File: src/rtl/hazard_tnew_if.sv
// Stall-unit-facing bundle of the hazard shadow pipeline: D-side inputs and per-stage state.
interface hazard_tnew_if #(
  parameter int ADDR_W = 5,
  parameter int TNEW_W = 2,
  parameter int CNT_W  = 16
);
  logic              stall;
  logic [ADDR_W-1:0] D_RFDst;
  logic [TNEW_W-1:0] D_Tnew;
  logic [ADDR_W-1:0] E_RFDst;
  logic [TNEW_W-1:0] Tnew_E;
  logic [ADDR_W-1:0] M_RFDst;
  logic [TNEW_W-1:0] Tnew_M;
  logic [ADDR_W-1:0] W_RFDst;
  logic              E_fwd_ok;
  logic              M_fwd_ok;
  logic              W_fwd_ok;
  logic [CNT_W-1:0]  bubble_cnt;

  // Driver side: decode stage and stall unit.
  modport master (
    output stall, D_RFDst, D_Tnew,
    input  E_RFDst, Tnew_E, M_RFDst, Tnew_M, W_RFDst,
    input  E_fwd_ok, M_fwd_ok, W_fwd_ok, bubble_cnt
  );

  // Pipeline side.
  modport slave (
    input  stall, D_RFDst, D_Tnew,
    output E_RFDst, Tnew_E, M_RFDst, Tnew_M, W_RFDst,
    output E_fwd_ok, M_fwd_ok, W_fwd_ok, bubble_cnt
  );
endinterface

File: src/rtl/hazard_tnew_pipe.sv
// Hazard-tracking shadow pipeline: carries RFDst/Tnew from D through E, M, W,
// turns a stall into an E bubble, and counts bubbles (saturating).
module hazard_tnew_pipe #(
  parameter int ADDR_W = 5,
  parameter int TNEW_W = 2,
  parameter int CNT_W  = 16
) (
  input  logic                clk,
  input  logic                reset,   // synchronous, active low
  hazard_tnew_if.slave        bus
);
  logic [ADDR_W-1:0] e_dst_q, e_dst_d;
  logic [TNEW_W-1:0] e_tnew_q, e_tnew_d;
  logic [ADDR_W-1:0] m_dst_q, m_dst_d;
  logic [TNEW_W-1:0] m_tnew_q, m_tnew_d;
  logic [ADDR_W-1:0] w_dst_q, w_dst_d;
  logic [CNT_W-1:0]  cnt_q, cnt_d;

  // Next-state: every stage advances every cycle; a stall only replaces the D->E entry.
  always_comb begin
    e_dst_d  = '0;
    e_tnew_d = '0;
    cnt_d    = cnt_q;
    if (bus.stall) begin
      if (cnt_q != {CNT_W{1'b1}}) cnt_d = cnt_q + 1'b1;
    end else begin
      e_dst_d  = bus.D_RFDst;
      // $0 is never a hazard, so its Tnew is forced to zero.
      e_tnew_d = (bus.D_RFDst == '0) ? '0 : bus.D_Tnew;
    end
    m_dst_d  = e_dst_q;
    m_tnew_d = (e_tnew_q == '0) ? '0 : e_tnew_q - 1'b1;
    // Tnew is not carried into W: anything still pending there would be invalid.
    w_dst_d  = m_dst_q;
  end

  // Stage registers; reset beats stall and drops all in-flight entries.
  always_ff @(posedge clk) begin
    if (!reset) begin
      e_dst_q  <= '0;
      e_tnew_q <= '0;
      m_dst_q  <= '0;
      m_tnew_q <= '0;
      w_dst_q  <= '0;
      cnt_q    <= '0;
    end else begin
      e_dst_q  <= e_dst_d;
      e_tnew_q <= e_tnew_d;
      m_dst_q  <= m_dst_d;
      m_tnew_q <= m_tnew_d;
      w_dst_q  <= w_dst_d;
      cnt_q    <= cnt_d;
    end
  end

  // Forward-valid flags decode only registered state, so no loop through the stall unit.
  always_comb begin
    bus.E_fwd_ok = (e_dst_q != '0) && (e_tnew_q == '0);
    bus.M_fwd_ok = (m_dst_q != '0) && (m_tnew_q == '0);
    bus.W_fwd_ok = (w_dst_q != '0);
  end

  assign bus.E_RFDst    = e_dst_q;
  assign bus.Tnew_E     = e_tnew_q;
  assign bus.M_RFDst    = m_dst_q;
  assign bus.Tnew_M     = m_tnew_q;
  assign bus.W_RFDst    = w_dst_q;
  assign bus.bubble_cnt = cnt_q;
endmodule

File: src/flat_wrapper.sv
// flat-port wrapper written by rule: the top's interface ports become plain ports
module hazard_tnew_pipe_flat 
#(
  parameter int ADDR_W = 5,
  parameter int TNEW_W = 2,
  parameter int CNT_W  = 16
)
  (clk, reset, bus_stall, bus_D_RFDst, bus_D_Tnew, bus_E_RFDst, bus_Tnew_E, bus_M_RFDst, bus_Tnew_M, bus_W_RFDst, bus_E_fwd_ok, bus_M_fwd_ok, bus_W_fwd_ok, bus_bubble_cnt);
  hazard_tnew_if #(.ADDR_W(ADDR_W), .TNEW_W(TNEW_W), .CNT_W(CNT_W)) bus_i ();
  input  logic clk;
  input  logic reset;
  input wire logic [$bits(bus_i.stall)-1:0] bus_stall;
  input wire logic [$bits(bus_i.D_RFDst)-1:0] bus_D_RFDst;
  input wire logic [$bits(bus_i.D_Tnew)-1:0] bus_D_Tnew;
  output wire logic [$bits(bus_i.E_RFDst)-1:0] bus_E_RFDst;
  output wire logic [$bits(bus_i.Tnew_E)-1:0] bus_Tnew_E;
  output wire logic [$bits(bus_i.M_RFDst)-1:0] bus_M_RFDst;
  output wire logic [$bits(bus_i.Tnew_M)-1:0] bus_Tnew_M;
  output wire logic [$bits(bus_i.W_RFDst)-1:0] bus_W_RFDst;
  output wire logic [$bits(bus_i.E_fwd_ok)-1:0] bus_E_fwd_ok;
  output wire logic [$bits(bus_i.M_fwd_ok)-1:0] bus_M_fwd_ok;
  output wire logic [$bits(bus_i.W_fwd_ok)-1:0] bus_W_fwd_ok;
  output wire logic [$bits(bus_i.bubble_cnt)-1:0] bus_bubble_cnt;
  assign bus_i.stall = bus_stall;
  assign bus_i.D_RFDst = bus_D_RFDst;
  assign bus_i.D_Tnew = bus_D_Tnew;
  assign bus_E_RFDst = bus_i.E_RFDst;
  assign bus_Tnew_E = bus_i.Tnew_E;
  assign bus_M_RFDst = bus_i.M_RFDst;
  assign bus_Tnew_M = bus_i.Tnew_M;
  assign bus_W_RFDst = bus_i.W_RFDst;
  assign bus_E_fwd_ok = bus_i.E_fwd_ok;
  assign bus_M_fwd_ok = bus_i.M_fwd_ok;
  assign bus_W_fwd_ok = bus_i.W_fwd_ok;
  assign bus_bubble_cnt = bus_i.bubble_cnt;
  hazard_tnew_pipe #(.ADDR_W(ADDR_W), .TNEW_W(TNEW_W), .CNT_W(CNT_W)) u_core (.clk(clk), .reset(reset), .bus(bus_i));
endmodule
File: config.mk
export PLATFORM = sky130hd
export DESIGN_NAME = hazard_tnew_pipe_flat
export DESIGN_NICKNAME = d
export VERILOG_FILES = /design/src/rtl/hazard_tnew_if.sv /design/src/rtl/hazard_tnew_pipe.sv /design/src/flat_wrapper.sv
export SDC_FILE = /design/constraint.sdc
export NUM_CORES = 1
export LEC_CHECK = 0
export CORE_AREA = 8 8 65 67
export DETAILED_ROUTE_END_ITERATION = 8
export DIE_AREA = 0 0 73 75
export DONT_BUFFER_PORTS = 1
export PLACE_DENSITY = 0.65
export SLEW_MARGIN = 40
export SYNTH_ARGS = -nofsm -noshare
export SYNTH_HDL_FRONTEND = slang
export SYNTH_SLANG_ARGS = --single-unit
File: constraint.sdc
create_clock -name clk -period 2.4 [get_ports clk]
set_input_delay 0.48 -clock clk [delete_from_list [all_inputs] [get_ports clk]]
set_output_delay 0.48 -clock clk [all_outputs]
set_load 0.03 [all_outputs]
* Word level (Yosys, flattened, before mapping)
Cells that the tools add are included.
Storage, ports and cells: register bits after elaboration 35, input bits 10
Operators by class: bitwise operators 1, add/subtract/negate cells 2, reduce and logical (&&, ||, !) cells 12, equality and inequality tests 1
Operators by type and width (number):
- 16-bit by 1-bit adder with 16-bit output (second input constant) | 1
- 16-bit != test (second input constant) | 1
- 5-bit nonzero test | 3
- 5-bit logical NOT | 1
- 2-bit logical NOT | 2
- 2-bit OR reduction | 2
- 3-bit OR reduction | 1
- 1-bit logical AND | 2
- 2-bit AND reduction | 1
- 2-bit by 1-bit subtractor with 2-bit output (second input constant) | 1
- 1-bit inverter | 1

* Depth between registers and ports, before layout
Gate-level depths: netlist of run 1.
depth in word-level cells 2, mapped depth 6

* Worst setup path after synthesis of run 1
No wires, ideal clock.
path type register -> register, start point reg u_core.cnt_q[0] (netlist: u_core.bus.bubble_cnt[0]), end point reg u_core.cnt_q[14] (netlist: u_core.bus.bubble_cnt[14]), period minus slack after synthesis 2.061 ns, stages on the path, launching flop included 7, arrival time 1.945 ns, library setup time 0.116 ns, buffers on the path 1, setup slack 0.339 ns, path through dfxtp_1 ha_1 nand2_1 or3_1 clkbuf_1 or4b_1 o211a_1
Between the ends: longest elaborated chain between the ends 2, elaborated cells on any way between the ends 3
RTL lines:
- start, declared | RTL line hazard_tnew_pipe.sv:17 | logic [CNT_W-1:0] cnt_q, cnt_d;
- start signal, assigned | RTL line hazard_tnew_pipe.sv:52 | cnt_q <= cnt_d;
- parallel branches: the longest is 2 deep, another holds 16-bit by 1-bit adder with 16-bit output
Several ways; the timed one is not identified. A chain may end at the register's enable or synchronous reset.

* Final worst setup path of run 1
start point reg u_core.e_dst_q[1] (netlist: u_core.bus.E_RFDst[1]), end point out bus_E_fwd_ok
Between the ends: longest elaborated chain between the ends 2
RTL lines:
- start, declared | RTL line hazard_tnew_pipe.sv:12 | logic [ADDR_W-1:0] e_dst_q, e_dst_d;
- start signal, assigned | RTL line hazard_tnew_pipe.sv:47 | e_dst_q <= e_dst_d;
- 5-bit nonzero test | RTL line hazard_tnew_pipe.sv:58 | bus.E_fwd_ok = (e_dst_q != '0) && (e_tnew_q == '0);
- 1-bit logical AND | RTL line hazard_tnew_pipe.sv:58
- end, declared | RTL line flat_wrapper.sv:20 | output wire logic [$bits(bus_i.E_fwd_ok)-1:0] bus_E_fwd_ok;
No other way between the ends.

==> results of run 1 <==
[registers in the layout (all words and copies together) (netlist names)]
name                   count
u_core.bus.E_RFDst         5
u_core.bus.M_RFDst         5
u_core.bus.Tnew_E          2
u_core.bus.Tnew_M          2
u_core.bus.W_RFDst         5
u_core.bus.bubble_cnt     16
[layout by cell type, fill, tap and decap left out, types with 2 or more instances in the layout]
cell type	count
sky130_fd_sc_hd__dfxtp_1	35
sky130_fd_sc_hd__and2_1	15
sky130_fd_sc_hd__nor2_1	12
sky130_fd_sc_hd__nand2_1	10
sky130_fd_sc_hd__buf_4	10
sky130_fd_sc_hd__a21oi_1	8
sky130_fd_sc_hd__inv_1	7
sky130_fd_sc_hd__or4_1	6
sky130_fd_sc_hd__nand3_1	6
sky130_fd_sc_hd__or3_1	6
sky130_fd_sc_hd__o21ai_0	6
sky130_fd_sc_hd__nor3_1	5
sky130_fd_sc_hd__clkbuf_4	5
sky130_fd_sc_hd__nand4_1	4
sky130_fd_sc_hd__o31ai_1	4
sky130_fd_sc_hd__o211a_1	3
sky130_fd_sc_hd__or4b_1	2
sky130_fd_sc_hd__nor4_1	2
sky130_fd_sc_hd__ha_1	2
sky130_fd_sc_hd__clkbuf_1	2
[cells by family after synthesis]
group           count (synthesis)  synth area share
buf+inv                        13           0.03568
simple gates                   75            0.3033
compound gates                 29            0.1365
fa+ha+maj                       2           0.01784
mux                             1          0.007137
flops                          35            0.4996
[routing by layer]
| layer | GRT usage | share of wire | vias up |
|---|---|---|---|
| met5 | 0 | 0 | - |
| met4 | 0.06222 | 0.014 | 0 |
| met3 | 0.05992 | 0.10 | 6 |
| met2 | 0.2125 | 0.49 | 44 |
| met1 | 0.1392 | 0.40 | 576 |
| li1 | - | - | 581 |
[metrics by stage]
stage          power [uW]  utilization
2_1_floorplan       681.4            -
4_1_cts             995.2       0.4832
3_3_place_gp        693.4       0.4677
3_5_place_dp        695.4       0.4677
6_report            989.5       0.4832
5_1_grt              1027       0.4832
[power groups by stage]
stage / Combinational (uW) / Clock, uW / Sequential (uW)
after floorplan: 39.7 / 0 / 642
after detailed placement: 57.5 / 0 / 638
after global placement: 56.0 / 0 / 637
final: 57.2 / 309 / 624
after CTS: 57.7 / 313 / 624
after global routing: 62.8 / 339 / 626
[cells in the mapped netlist (all sizes together) (2+ instances only)]
| master | count |
|---|---|
| or4b | 3 |
| and2 | 15 |
| or4 | 6 |
| or2 | 2 |
| nor4 | 2 |
| nand4 | 4 |
| o31ai | 4 |
| or3 | 6 |
| o211a | 3 |
| nor2 | 12 |
| dfxtp | 35 |
| nand2 | 10 |
| nand3 | 7 |
| inv | 7 |
| o21ai | 7 |
| ha | 2 |
| nor3 | 5 |
| a21oi | 8 |
| clkbuf | 5 |
[final timing paths]
kind                            startpoint                        end  slack [ps]
setup / recovery     u_core.bus.E_RFDst[1]               bus_E_fwd_ok         310
hold / removal               bus_D_Tnew[1]       u_core.bus.Tnew_E[1]         260
setup reg to reg  u_core.bus.bubble_cnt[4]  u_core.bus.bubble_cnt[14]         320
hold reg to reg       u_core.bus.Tnew_E[0]       u_core.bus.Tnew_M[0]         600
[final cells by class]
cell class | instances | area (um2) | share of cell area
sequential | 35 | 700.7 | 0.4487
multi-input combinational | 107 | 651.9 | 0.4175
timing repair buffer | 10 | 75.07 | 0.04808
tap | 46 | 57.56 | 0.03686
clock buffer | 7 | 45.04 | 0.02885
inverter | 7 | 26.28 | 0.01683
clock inverter | 1 | 5.005 | 0.003205
==> results.py, run 1 <==
metrics = {
    "synth": {
        "async_sr_flop_fraction": 0,
        "syn_nets": 167,
        "mappedNetlistArea_um2": 1403,
        "post_synth_inst_count": 155,
        "synthesis.yosys.warnings": 0,
        "netlist-cell-type-count": 35,
        "ys_ff_latch": 35,
        "yosys-top-cells-area": "sky130_fd_sc_hd__dfxtp_1 (50%), sky130_fd_sc_hd__and2_1 (6.7%), sky130_fd_sc_hd__nor2_1 (3.2%)",
        "yosys.area.top_type": "sky130_fd_sc_hd__dfxtp_1",
        "seq_area_frac_synth": 0.4996,
        "synth_area_per_cell_um2": 9.049,
        "postSynth.topFlopCell": "sky130_fd_sc_hd__dfxtp_1",
        "synth_enable_flop_cells": 0,
        "synth.top_cell.area_share": 0.4996,
    },
    "power_and_ir_drop": {
        "clockPowerShare": 0.312,
        "p_sw_uw": 260.8,
        "worst_ir_drop_vdd_uv": 322.9,
        "power.internal_uw": 728.7,
        "share_seq_of_total_power": 0.630,
        "pwr-share-comb": 0.058,
        "power_switching_share": 0.2636,
        "p_leak_uw": 0.0005810,
        "power.density_nw_per_um2": 633.7,
    },
    "timing": {
        "finClkSkew_ps": 5.697,
        "fin_worst_setup_slack_ps": 305.4,
        "worst_slew_margin_relative_to_its_limit": 0.5806,
        "setup-tns-final_ps": 0,
        "worst_pin_slew_ps": 624.3,
        "fmax_ghz": 0.4774,
        "hold_ws_ps": 255.2,
        "grt_setup_unrepaired": "no",
        "layout_min_cycle_time_ps": 2095,
        "report.final.setup_viol": 0,
        "min_period_over_period": 0.8727,
        "hold_viol_final": 0,
        "report.final.slew_viol_count": 0,
    },
    "place": {
        "hpwl_um": 2565,
        "detailed_place.area_um2": 1511,
        "buffer_ports.inserted": 0,
        "routabilityCongestion": 0.8213,
        "dp_worst_setup_slack_ps": 349.3,
        "instance_count_after_placement_with_tap_cells_included": 205,
    },
    "setup_path": {
        "crit_buf_inv": 0,
        "cp_cell_sequence": "or4_1, o21a_1",
        "end_kind": "primary output",
        "crit_cells": 2,
        "critical-path-top-delay-family": "simple AND/OR/NAND/NOR gates",
        "critical_path_peak_fanout": 3,
        "maximum_single_stage_delay_on_the_critical_path_ps": 560,
        "cpMaxStageDelayCell": "sky130_fd_sc_hd__or4_1",
        "critical_path_required_ps": 1920,
        "setup.worst_path.start_class": "flop",
        "timing.critical_path.arrival_ps": 1610,
        "rr_worst_depth": 4,
        "setup.worst_path.class": "flop to primary output",
    },
    "layout": {
        "finish.cell_count_without_fillers": 213,
        "area_growth_pct": 11.33,
        "nFillCells": 308,
        "post_route_cells_drive_above_1_share": 0.1138,
        "final_design_area_no_fill_um2": 1562,
        "count_of_inserted_antenna_diode_cells": 0,
        "final_net_count": 178,
    },
    "floorplanning": {
        "rows": 21,
        "fp.coreArea_um2": 3232,
        "die_y_um": 75,
        "die_footprint_um2": 5475,
        "chipWidth_um": 73,
        "initial_core_util": 0.4340,
        "io_pins": 48,
    },
    "clocking": {
        "cts.sink_count": 35,
        "clkLatencyLatePin_ps": 330,
        "cts_resized": 0,
        "cts-htree-levels": 2,
        "path_clk_slew_ps": 100,
        "hold_buffers": 0,
        "cts_tree": "built",
        "clock-root-buffer": "sky130_fd_sc_hd__clkbuf_4",
        "max-clock-path-buffers": 2,
        "post-cts-setup-buffer-count": 0,
        "num_cts_buffers": 5,
    },
    "route": {
        "ant_nets": 0,
        "drt-total-wl_um": 3435,
        "detail_route.iter0.violations": 77,
        "drc_errors": 0,
        "drtPass1Iterations": 4,
        "vias_per_cell": 5.667,
        "num_vias": 1207,
        "detail_route.wl_per_cell_um": 16.13,
    },
    "run_status": {
        "status": "completed",
    },
    "hold_path": {
        "worst_hold_path_type": "input port to flop",
        "worst_hold_path.num_cells": 2,
    },
    "grt": {
        "grt_overflow": 0,
        "grt_pass1_wl_um": 5478,
        "grt_pass1_vias": 1130,
        "antenna_violations_before_repair": 0,
        "track_usage": 0.1297,
        "grt_max_degree": 21,
    },
    "job": {
        "maxCapViolCount": 0,
    },
}
Power figures use the tool's default switching activity.
==> run 2, diff against run 1 <==
CTS_CLUSTER_SIZE = 14   (was unset)
==> results of run 2 <==
Same layout as run 1: the final DEF is identical, and so are final timing and power.
